### src/rtl/cla_seq_add_ctrl.sv
// Sequential WIDTH-bit adder reusing one 4-bit CLA slice, LSB nibble first.
// Define CLA_SEQ_APPROX_EN to enable approximate carries on the low approx_k nibbles.
module carry_look_ahead_4bit_acc (
  input  logic [3:0] i_a,
  input  logic [3:0] i_b,
  input  logic       i_cin,
  output logic [3:0] o_s,
  output logic       o_cout
);
  logic [3:0] w_g;
  logic [3:0] w_p;
  logic [3:0] w_c;

  assign w_g = i_a & i_b;
  assign w_p = i_a ^ i_b;

  assign w_c[0] = i_cin;
  assign w_c[1] = w_g[0] | (w_p[0] & i_cin);
  assign w_c[2] = w_g[1] | (w_p[1] & w_g[0])
                | (w_p[1] & w_p[0] & i_cin);
  assign w_c[3] = w_g[2] | (w_p[2] & w_g[1])
                | (w_p[2] & w_p[1] & w_g[0])
                | (w_p[2] & w_p[1] & w_p[0] & i_cin);

  assign o_s    = w_p ^ w_c;
  assign o_cout = w_g[3] | (w_p[3] & w_g[2])
                | (w_p[3] & w_p[2] & w_g[1])
                | (w_p[3] & w_p[2] & w_p[1] & w_g[0])
                | (&w_p & i_cin);
endmodule

module carry_look_ahead_4bit_app (
  input  logic [3:0] i_a,
  input  logic [3:0] i_b,
  input  logic       i_cin,
  output logic [3:0] o_s,
  output logic       o_cout
);
  logic [3:0] w_g;
  logic [3:0] w_p;
  logic [3:0] w_c;

  assign w_g = i_a & i_b;
  assign w_p = i_a ^ i_b;

  assign w_c[0] = i_cin;
  assign w_c[1] = w_g[0] | (w_p[0] & i_cin);
  assign w_c[2] = w_g[1] | (w_p[1] & w_g[0])
                | (w_p[1] & w_p[0] & i_cin);
  assign w_c[3] = w_g[2] | (w_p[2] & w_g[1])
                | (w_p[2] & w_p[1] & w_g[0])
                | (w_p[2] & w_p[1] & w_p[0] & i_cin);

  // Sum still uses carry-in; only the carry-out drops the propagate-all term.
  assign o_s    = w_p ^ w_c;
  assign o_cout = w_g[3] | (w_p[3] & w_g[2])
                | (w_p[3] & w_p[2] & w_g[1])
                | (w_p[3] & w_p[2] & w_p[1] & w_g[0]);
endmodule

module cla_seq_add_ctrl #(
  parameter int WIDTH = 16
) (
  input  logic                           clk,
  input  logic                           rst,
  input  logic                           in_valid,
  output logic                           in_ready,
  input  logic [WIDTH-1:0]               a,
  input  logic [WIDTH-1:0]               b,
  input  logic                           cin,
  input  logic [$clog2(WIDTH/4+1)-1:0]   approx_k,
  output logic                           out_valid,
  input  logic                           out_ready,
  output logic [WIDTH-1:0]               sum,
  output logic                           cout,
  output logic                           busy
);
  localparam int N   = WIDTH / 4;
  localparam int K_W = $clog2(N + 1);
  localparam int I_W = $clog2(N);

  typedef enum logic [1:0] {
    S_IDLE,
    S_RUN,
    S_DONE
  } state_t;

  state_t           r_state;
  logic [WIDTH-1:0] r_a;
  logic [WIDTH-1:0] r_b;
  logic [WIDTH-1:0] r_sum;
  logic             r_c;
  logic             r_cout;
  logic [I_W-1:0]   r_i;

  logic [3:0]       w_an;
  logic [3:0]       w_bn;
  logic [3:0]       w_s;
  logic             w_co_acc;
  logic             w_co;

  assign w_an = r_a[{r_i, 2'b00} +: 4];
  assign w_bn = r_b[{r_i, 2'b00} +: 4];

  carry_look_ahead_4bit_acc u_acc (
    .i_a    (w_an),
    .i_b    (w_bn),
    .i_cin  (r_c),
    .o_s    (w_s),
    .o_cout (w_co_acc)
  );

`ifdef CLA_SEQ_APPROX_EN
  logic [K_W-1:0] r_k;
  logic [K_W-1:0] w_k_clamp;
  logic [3:0]     w_unused_app_s;
  logic           w_co_app;

  assign w_k_clamp = (approx_k > K_W'(N)) ? K_W'(N) : approx_k;

  carry_look_ahead_4bit_app u_app (
    .i_a    (w_an),
    .i_b    (w_bn),
    .i_cin  (r_c),
    .o_s    (w_unused_app_s),
    .o_cout (w_co_app)
  );

  assign w_co = (K_W'(r_i) < r_k) ? w_co_app : w_co_acc;

  always_ff @(posedge clk or posedge rst) begin
    if (rst) begin
      r_k <= '0;
    end else if (r_state == S_IDLE && in_valid) begin
      r_k <= w_k_clamp;
    end
  end
`else
  logic w_unused_k;

  assign w_unused_k = ^approx_k;
  assign w_co       = w_co_acc;
`endif

  always_ff @(posedge clk or posedge rst) begin
    if (rst) begin
      r_state <= S_IDLE;
      r_a     <= '0;
      r_b     <= '0;
      r_sum   <= '0;
      r_c     <= 1'b0;
      r_cout  <= 1'b0;
      r_i     <= '0;
    end else begin
      unique case (r_state)
        S_IDLE: begin
          if (in_valid) begin
            r_a     <= a;
            r_b     <= b;
            r_c     <= cin;
            r_i     <= '0;
            r_sum   <= '0;
            r_state <= S_RUN;
          end
        end
        S_RUN: begin
          r_sum[{r_i, 2'b00} +: 4] <= w_s;
          r_c <= w_co;
          r_i <= r_i + 1'b1;
          if (r_i == I_W'(N - 1)) begin
            r_cout  <= w_co;
            r_state <= S_DONE;
          end
        end
        S_DONE: begin
          if (out_ready) begin
            r_state <= S_IDLE;
          end
        end
        default: r_state <= S_IDLE;
      endcase
    end
  end

  assign in_ready  = (r_state == S_IDLE) & ~rst;
  assign out_valid = (r_state == S_DONE);
  assign busy      = (r_state != S_IDLE);
  assign sum       = r_sum;
  assign cout      = r_cout;
endmodule
### config.mk
export PLATFORM = sky130hd
export DESIGN_NAME = cla_seq_add_ctrl
export DESIGN_NICKNAME = d
export VERILOG_FILES = /design/src/rtl/cla_seq_add_ctrl.sv
export SDC_FILE = /design/constraint.sdc
export NUM_CORES = 1
export LEC_CHECK = 0
export CORE_MARGIN = 10
export CORE_UTILIZATION = 45
export DETAILED_ROUTE_END_ITERATION = 16
export PLACE_DENSITY = 0.72
export REMOVE_ABC_BUFFERS = 1
export SYNTH_ARGS = -nofsm -noshare
export SYNTH_HDL_FRONTEND = slang
export SYNTH_SLANG_ARGS = --single-unit
### constraint.sdc
create_clock -name clk -period 2.5 [get_ports clk]
set_input_delay 0.375 -clock clk [delete_from_list [all_inputs] [get_ports clk]]
set_output_delay 0.375 -clock clk [all_outputs]
set_load 0.03 [all_outputs]
Yosys cells after proc, flatten, opt, wreduce, memory -nomap -nowiden --
Index checks and enable logic that the tools add are counted.
Storage, ports and cells: bits in read-only memories 0, bits in writable memories 0, memories kept 0, register bits 54, latch bits 0, word-level logic and storage cells 68, input bits 40
Cells by class: bitwise logic cells 30, $mul 0, multiplexer cells 11, $lt $le $gt $ge 0, eq/ne operators 6, $add $sub $neg 2, div/mod/pow operators 0, shifts and indexed selects 4, reduce and logical (&&, ||, !) cells 8
Operators by type and width (number):
- 16-bit one-hot mux with 2 select lines | 1
- 16-bit by 5-bit variable part select with 4-bit output | 2
- 1-bit AND | 16
- 16-bit bitwise mux | 1
- 16-bit 2-to-1 mux | 1
- 4-bit by 6-bit variable shift with 16-bit output, first input constant | 1
- 4-bit by 6-bit variable part select with 16-bit output | 1
- 1-bit bitwise OR | 10
- 2-bit 2-to-1 mux | 4
- 4-bit bitwise XOR | 2
- 4-bit negator with 6-bit output | 1
- 2-bit one-hot mux with 3 select lines | 1
- 2-bit AND reduction | 3
- 4-bit AND | 1
- 2-bit == test, second input constant | 2
- 2-bit != test, second input constant | 2
- 2-bit one-hot mux with 2 select lines | 1
- 4-bit AND reduction | 1
- 2-bit nonzero test | 2
- 3-bit AND reduction | 1
- 2-bit by 1-bit adder with 2-bit output, second input constant | 1
- 2-bit by 1-bit == test with 1-bit output, second input constant | 1
- 2-bit logical NOT | 1
- 2-bit by 1-bit != test with 1-bit output, second input constant | 1
- other kinds (3) | 3

Longest topological paths before layout --
word-level depth 10, gate-level depth with buffers 7

Hierarchy --
From an unflattened synthesis, not the netlist that was laid out.
Second synthesis, totals: cell total of the unflattened synthesis 180, area total of the unflattened synthesis 2746.4 um^2
By module, submodules not included:
- cla_seq_add_ctrl | times used 1, area each 2595.0 um^2, cells an instance 162, seq. area each 1351.3 um^2
- carry_look_ahead_4bit_acc | times used 1, area each 151.4 um^2, cells an instance 18, seq. area each 0.0 um^2

Worst setup path after synthesis --
OpenSTA, ideal clock, no wires.
kind reg-to-reg, start point register r_i[0], end point register r_sum[11], in the netlist sum[11], path buffers 2, arrival 2.349 ns, setup time 0.141 ns, data required time 2.359 ns, setup slack 0.010 ns, cell stages (with the launch flop) 8, path through dfrtp_1 > buf_2 > buf_2 > mux4_2 > ha_1 > o21a_1 > a211oi_1 > o32ai_1
Between the ends: cells in the longest elaborated chain, start to end 10, elaborated cells between the ends (all ways) 25, classes of those cells add/sub (1); shift (4); mux (2); bitwise (18)
Ends and longest elaborated chain:
- start, declared | RTL line 94 | logic [I_W-1:0] r_i;
- start signal, assigned | RTL line 169 | r_i <= r_i + 1'b1;
- 16-bit by 5-bit variable part select with 4-bit output (on tied branches) | RTL line 102, 103
- 4-bit bitwise XOR / 4-bit AND (equally long branches) | RTL line 15, 14
- 1-bit AND (on tied branches) | RTL line 21, 22, 23
- 1-bit bitwise OR (tied with other cells) | RTL line 21 | assign w_c[3] = w_g[2] | (w_p[2] & w_g[1])
- 1-bit bitwise OR / 1-bit AND (equally long branches) | RTL line 22, 23
- 1-bit bitwise OR | RTL line 23 | | (w_p[2] & w_p[1] & w_p[0] & i_cin);
- 4-bit bitwise XOR | RTL line 25 | assign o_s = w_p ^ w_c;
- 4-bit by 6-bit variable part select with 16-bit output | RTL line 167 | r_sum[{r_i, 2'b00} +: 4] <= w_s;
- 16-bit bitwise mux * | RTL line 167
- 16-bit one-hot mux with 2 select lines * | RTL line 155 | unique case (r_state)
- end signal, assigned by index | RTL line 167
- end, declared | RTL line 91 | logic [WIDTH-1:0] r_sum;
Every way passes the cells marked *; elsewhere a longest branch is shown, timed or not. A chain may end at the register's enable or synchronous reset.

Worst setup path in the final report --
start point register r_state[0], end point output in_ready
Between the ends: cells in the longest elaborated chain, start to end 2
Ends and longest elaborated chain:
- start, declared | RTL line 88 | state_t r_state;
- start signal, assigned | RTL line 147 | r_state <= S_IDLE;
- start signal, assigned | RTL line 163 | r_state <= S_RUN;
- start signal, assigned | RTL line 172 | r_state <= S_DONE;
- 2-bit logical NOT | RTL line 185 | assign in_ready = (r_state == S_IDLE) & ~rst;
- 1-bit AND | RTL line 185
- end, declared | RTL line 67 | output logic in_ready,
Every way passes these cells.

==> results_dict.tcl <==
set metrics [dict create \
    outcome "complete, no violations" \
    drt-total-wl_um 5730 \
    p_total_w 0.00492 \
    pwr-share-clk_pct 9.8 \
    overflow 0 \
    final_util_pct 60.3 \
    die_w_um 97.0 \
    clock_latency_ns 0.31 \
    path_class "register to output port" \
    crit_arrival_ns 1.96 \
    finalNetCount 375 \
    post-dp-hpwl_um 4390 \
    coreArea_um2 5640 \
    ir_drop_v 0.000631 \
    r2r.worst_path.cells 6 \
    syn_area_um2 2670 \
    p_sw_share_pct 43.7 \
    pin_count 60 \
    clockBufferDepth 2 \
    routabilityCongestion 0.851 \
    portBuffers 56 \
    cts_setup_buffers 0 \
    share_comb_of_total_power_pct 59.1 \
    synth_edf_count 0 \
    cts-root-buf "clkbuf_8" \
    post-route-period-util_pct 93.5 \
    postRouteAntennaNets 0 \
    rsz0062_at_grt "false" \
    cts_sinks 54 \
    synth_area_leaders "dfrtp_1 (51%), nand2_1 (14%), mux4_2 (6.8%)" \
    synth_top_cell_by_area "dfrtp_1" \
    reg2reg_slack_ns 0.16 \
    cts_tree "done" \
    wire_per_inst_um 14.4 \
    syn-instance-count 267 \
    finClkSkew_ns 0.0107 \
    tightestPinTransition_ns 0.696 \
    antenna_found_initial 0 \
    power_density_nw_per_um2 1450 \
    grt_usage_pct 12.1 \
    worstPathRequired_ns 2.12 \
    first_pass_iters 4 \
    path_cells "or2_2, nor2_1, clkdlybuf4s50_1" \
    synth-seq-cells 54 \
    rr_startpoint "r_i[0]" \
    num_antenna_cells 0 \
    drc_errors 0 \
    path_clk_slew_ns 0.10 \
    h-tree-depth 2 \
    start_util_pct 47.3 \
    power_switching_w 0.00215 \
    place_area_um2 3310 \
    fmax_mhz 428 \
    yosysWarningCount 0 \
    cp_slowest_cell "clkdlybuf4s50_1" \
    synth_cell_type_count 37 \
    grt_pass1_vias 2182 \
    worst_setup_path_end_kind "output port" \
    maxSlewHeadroom_pct 53.6 \
    grt_max_degree 36 \
    r2r_end "sum[11]" \
    leakage_nw 1.60 \
    yosysMostFrequentCell "nand2_1" \
    yosysTopAreaCellShare_pct 50.7 \
    synth-seq-area-share_pct 50.7 \
    vias_per_cell 5.16 \
    async_flop_share_pct 100 \
    num_rows 27 \
    drtIter0Drc 113 \
    critPathLaunchType "register" \
    drive_above_1_share_pct 10.4 \
    synth_commonest_cells "nand2_1 (103), dfrtp_1 (54), inv_1 (15)" \
    power_frac_seq_pct 31.1 \
    path_depth 3 \
    nFillCells 502 \
    syn_to_final_growth_pct 27.5 \
    cts_made_buffers 5 \
    max_stage_delay_ns 0.68 \
    min_path_type "input pin to async pin" \
    dr_total_vias 2053 \
    setup_viol 0 \
    slew_viol_final 0 \
    fp.dieH_um 97.0 \
    finalCriticalPeriod_ns 2.34 \
    dieArea_um2 9410 \
    critPathBufInv 1 \
    synth.avg_cell_area_um2 9.99 \
    synthFlopType "dfrtp_1" \
    hold_violations 0 \
    final_area_um2 3400 \
    crit_path_max_fanout 12 \
    maxCapViolCount 0 \
    grt_pass1_wl_um 9980 \
    cpLargestDelayFamily "buffers and inverters" \
    timing.hold.ws_ns 0.458 \
    p_int_w 0.00277 \
]
-- power by group through the flow --
stage	Combinational, W	Sequential, W	Clock, W
finish	0.00291	0.00153	0.000480
global route	0.00320	0.00159	0.000537
CTS	0.00293	0.00153	0.000499
detailed placement	0.00291	0.00155	0
global placement	0.00283	0.00154	0
floorplan	0.00165	0.00175	0
-- worst max-delay path by stage --
stage                          end  slack (ns)       start
after floorplan            sum[11]        -0.1      r_i[0]
after global placement     sum[11]        0.20      r_i[0]
after detailed placement   sum[11]        0.14      r_i[0]
after CTS                  sum[11]        0.11      r_i[0]
after global routing      in_ready        0.04  r_state[0]
final                     in_ready        0.16  r_state[0]
-- worst register-to-register path, cell delays in order (launching register included) --
cell     delay [ns]
dfrtp_2        0.42
buf_4          0.22
mux4_2         0.53
ha_1           0.35
a21oi_1        0.22
o22ai_1        0.19
o32ai_1        0.31
-- flip-flops by register name, summed over array words and instances (netlist names) --
name	count
cout	1
r_i	2
r_c	1
sum	16
r_b	16
r_a	16
r_state	2
-- stage by stage --
step,TNS (ns),worst slack [ns],std cells
after floorplan,-0.401,-0.0967,253
after global placement,0,0.195,390
after detailed placement,0,0.140,390
after CTS,0,0.109,398
after global routing,0,0.0408,398
final,0,0.162,398
-- layout make-up --
cell class	count	area [um^2]	share of cell area (%)
flip-flops and latches	54	1350	39.8
clock inverters	3	21.3	0.625
repair buffers	65	641	18.8
inverters	15	56.3	1.66
multi-input cells	184	1170	34.4
clock buffers	5	68.8	2.02
well taps	72	90.1	2.65
-- routing by layer --
layer / GRT usage, % / vias up / wire length [um]
li1: - / 1020 / -
met2: 20.7 / 56 / 2790
met5: 0 / - / 0
met4: 3.04 / 0 / 68
met1: 14.8 / 970 / 2610
met3: 3.12 / 7 / 263
-- cell usage in the layout (no fill, tap or decap), types with 2 or more instances in the layout --
| master | n |
|---|---|
| inv_1 | 14 |
| clkbuf_8 | 5 |
| buf_4 | 8 |
| a21oi_1 | 7 |
| nand2_1 | 103 |
| nand3_1 | 5 |
| o32ai_1 | 8 |
| ha_1 | 9 |
| a211oi_1 | 3 |
| o2bb2ai_1 | 2 |
| mux4_2 | 8 |
| dfrtp_1 | 53 |
| nand2b_1 | 2 |
| a22o_1 | 6 |
| a21o_1 | 5 |
| nor2b_1 | 3 |
| nor4_1 | 2 |
| o21ai_0 | 3 |
| clkdlybuf4s50_1 | 56 |
-- cells by family (layout without fill, tap and decap cells) --
family          after synthesis  count (layout)  synth area share [%]
compound gates               41              41                  11.4
xor+xnor                      1               1                 0.328
fa+ha+maj                    10              10                  4.97
buf+inv                      29              88                  5.68
flops                        54              54                  50.7
mux                           8               8                  6.75
simple gates                124             124                  20.2
-- timing repair --
action                                  4_1_cts  5_1_grt
resized for setup                             0        1
endpoints found under the setup margin        0        1
hold buffers                                  0        0
endpoints found under the hold margin         0        0
(Power assumes the default switching activity.)
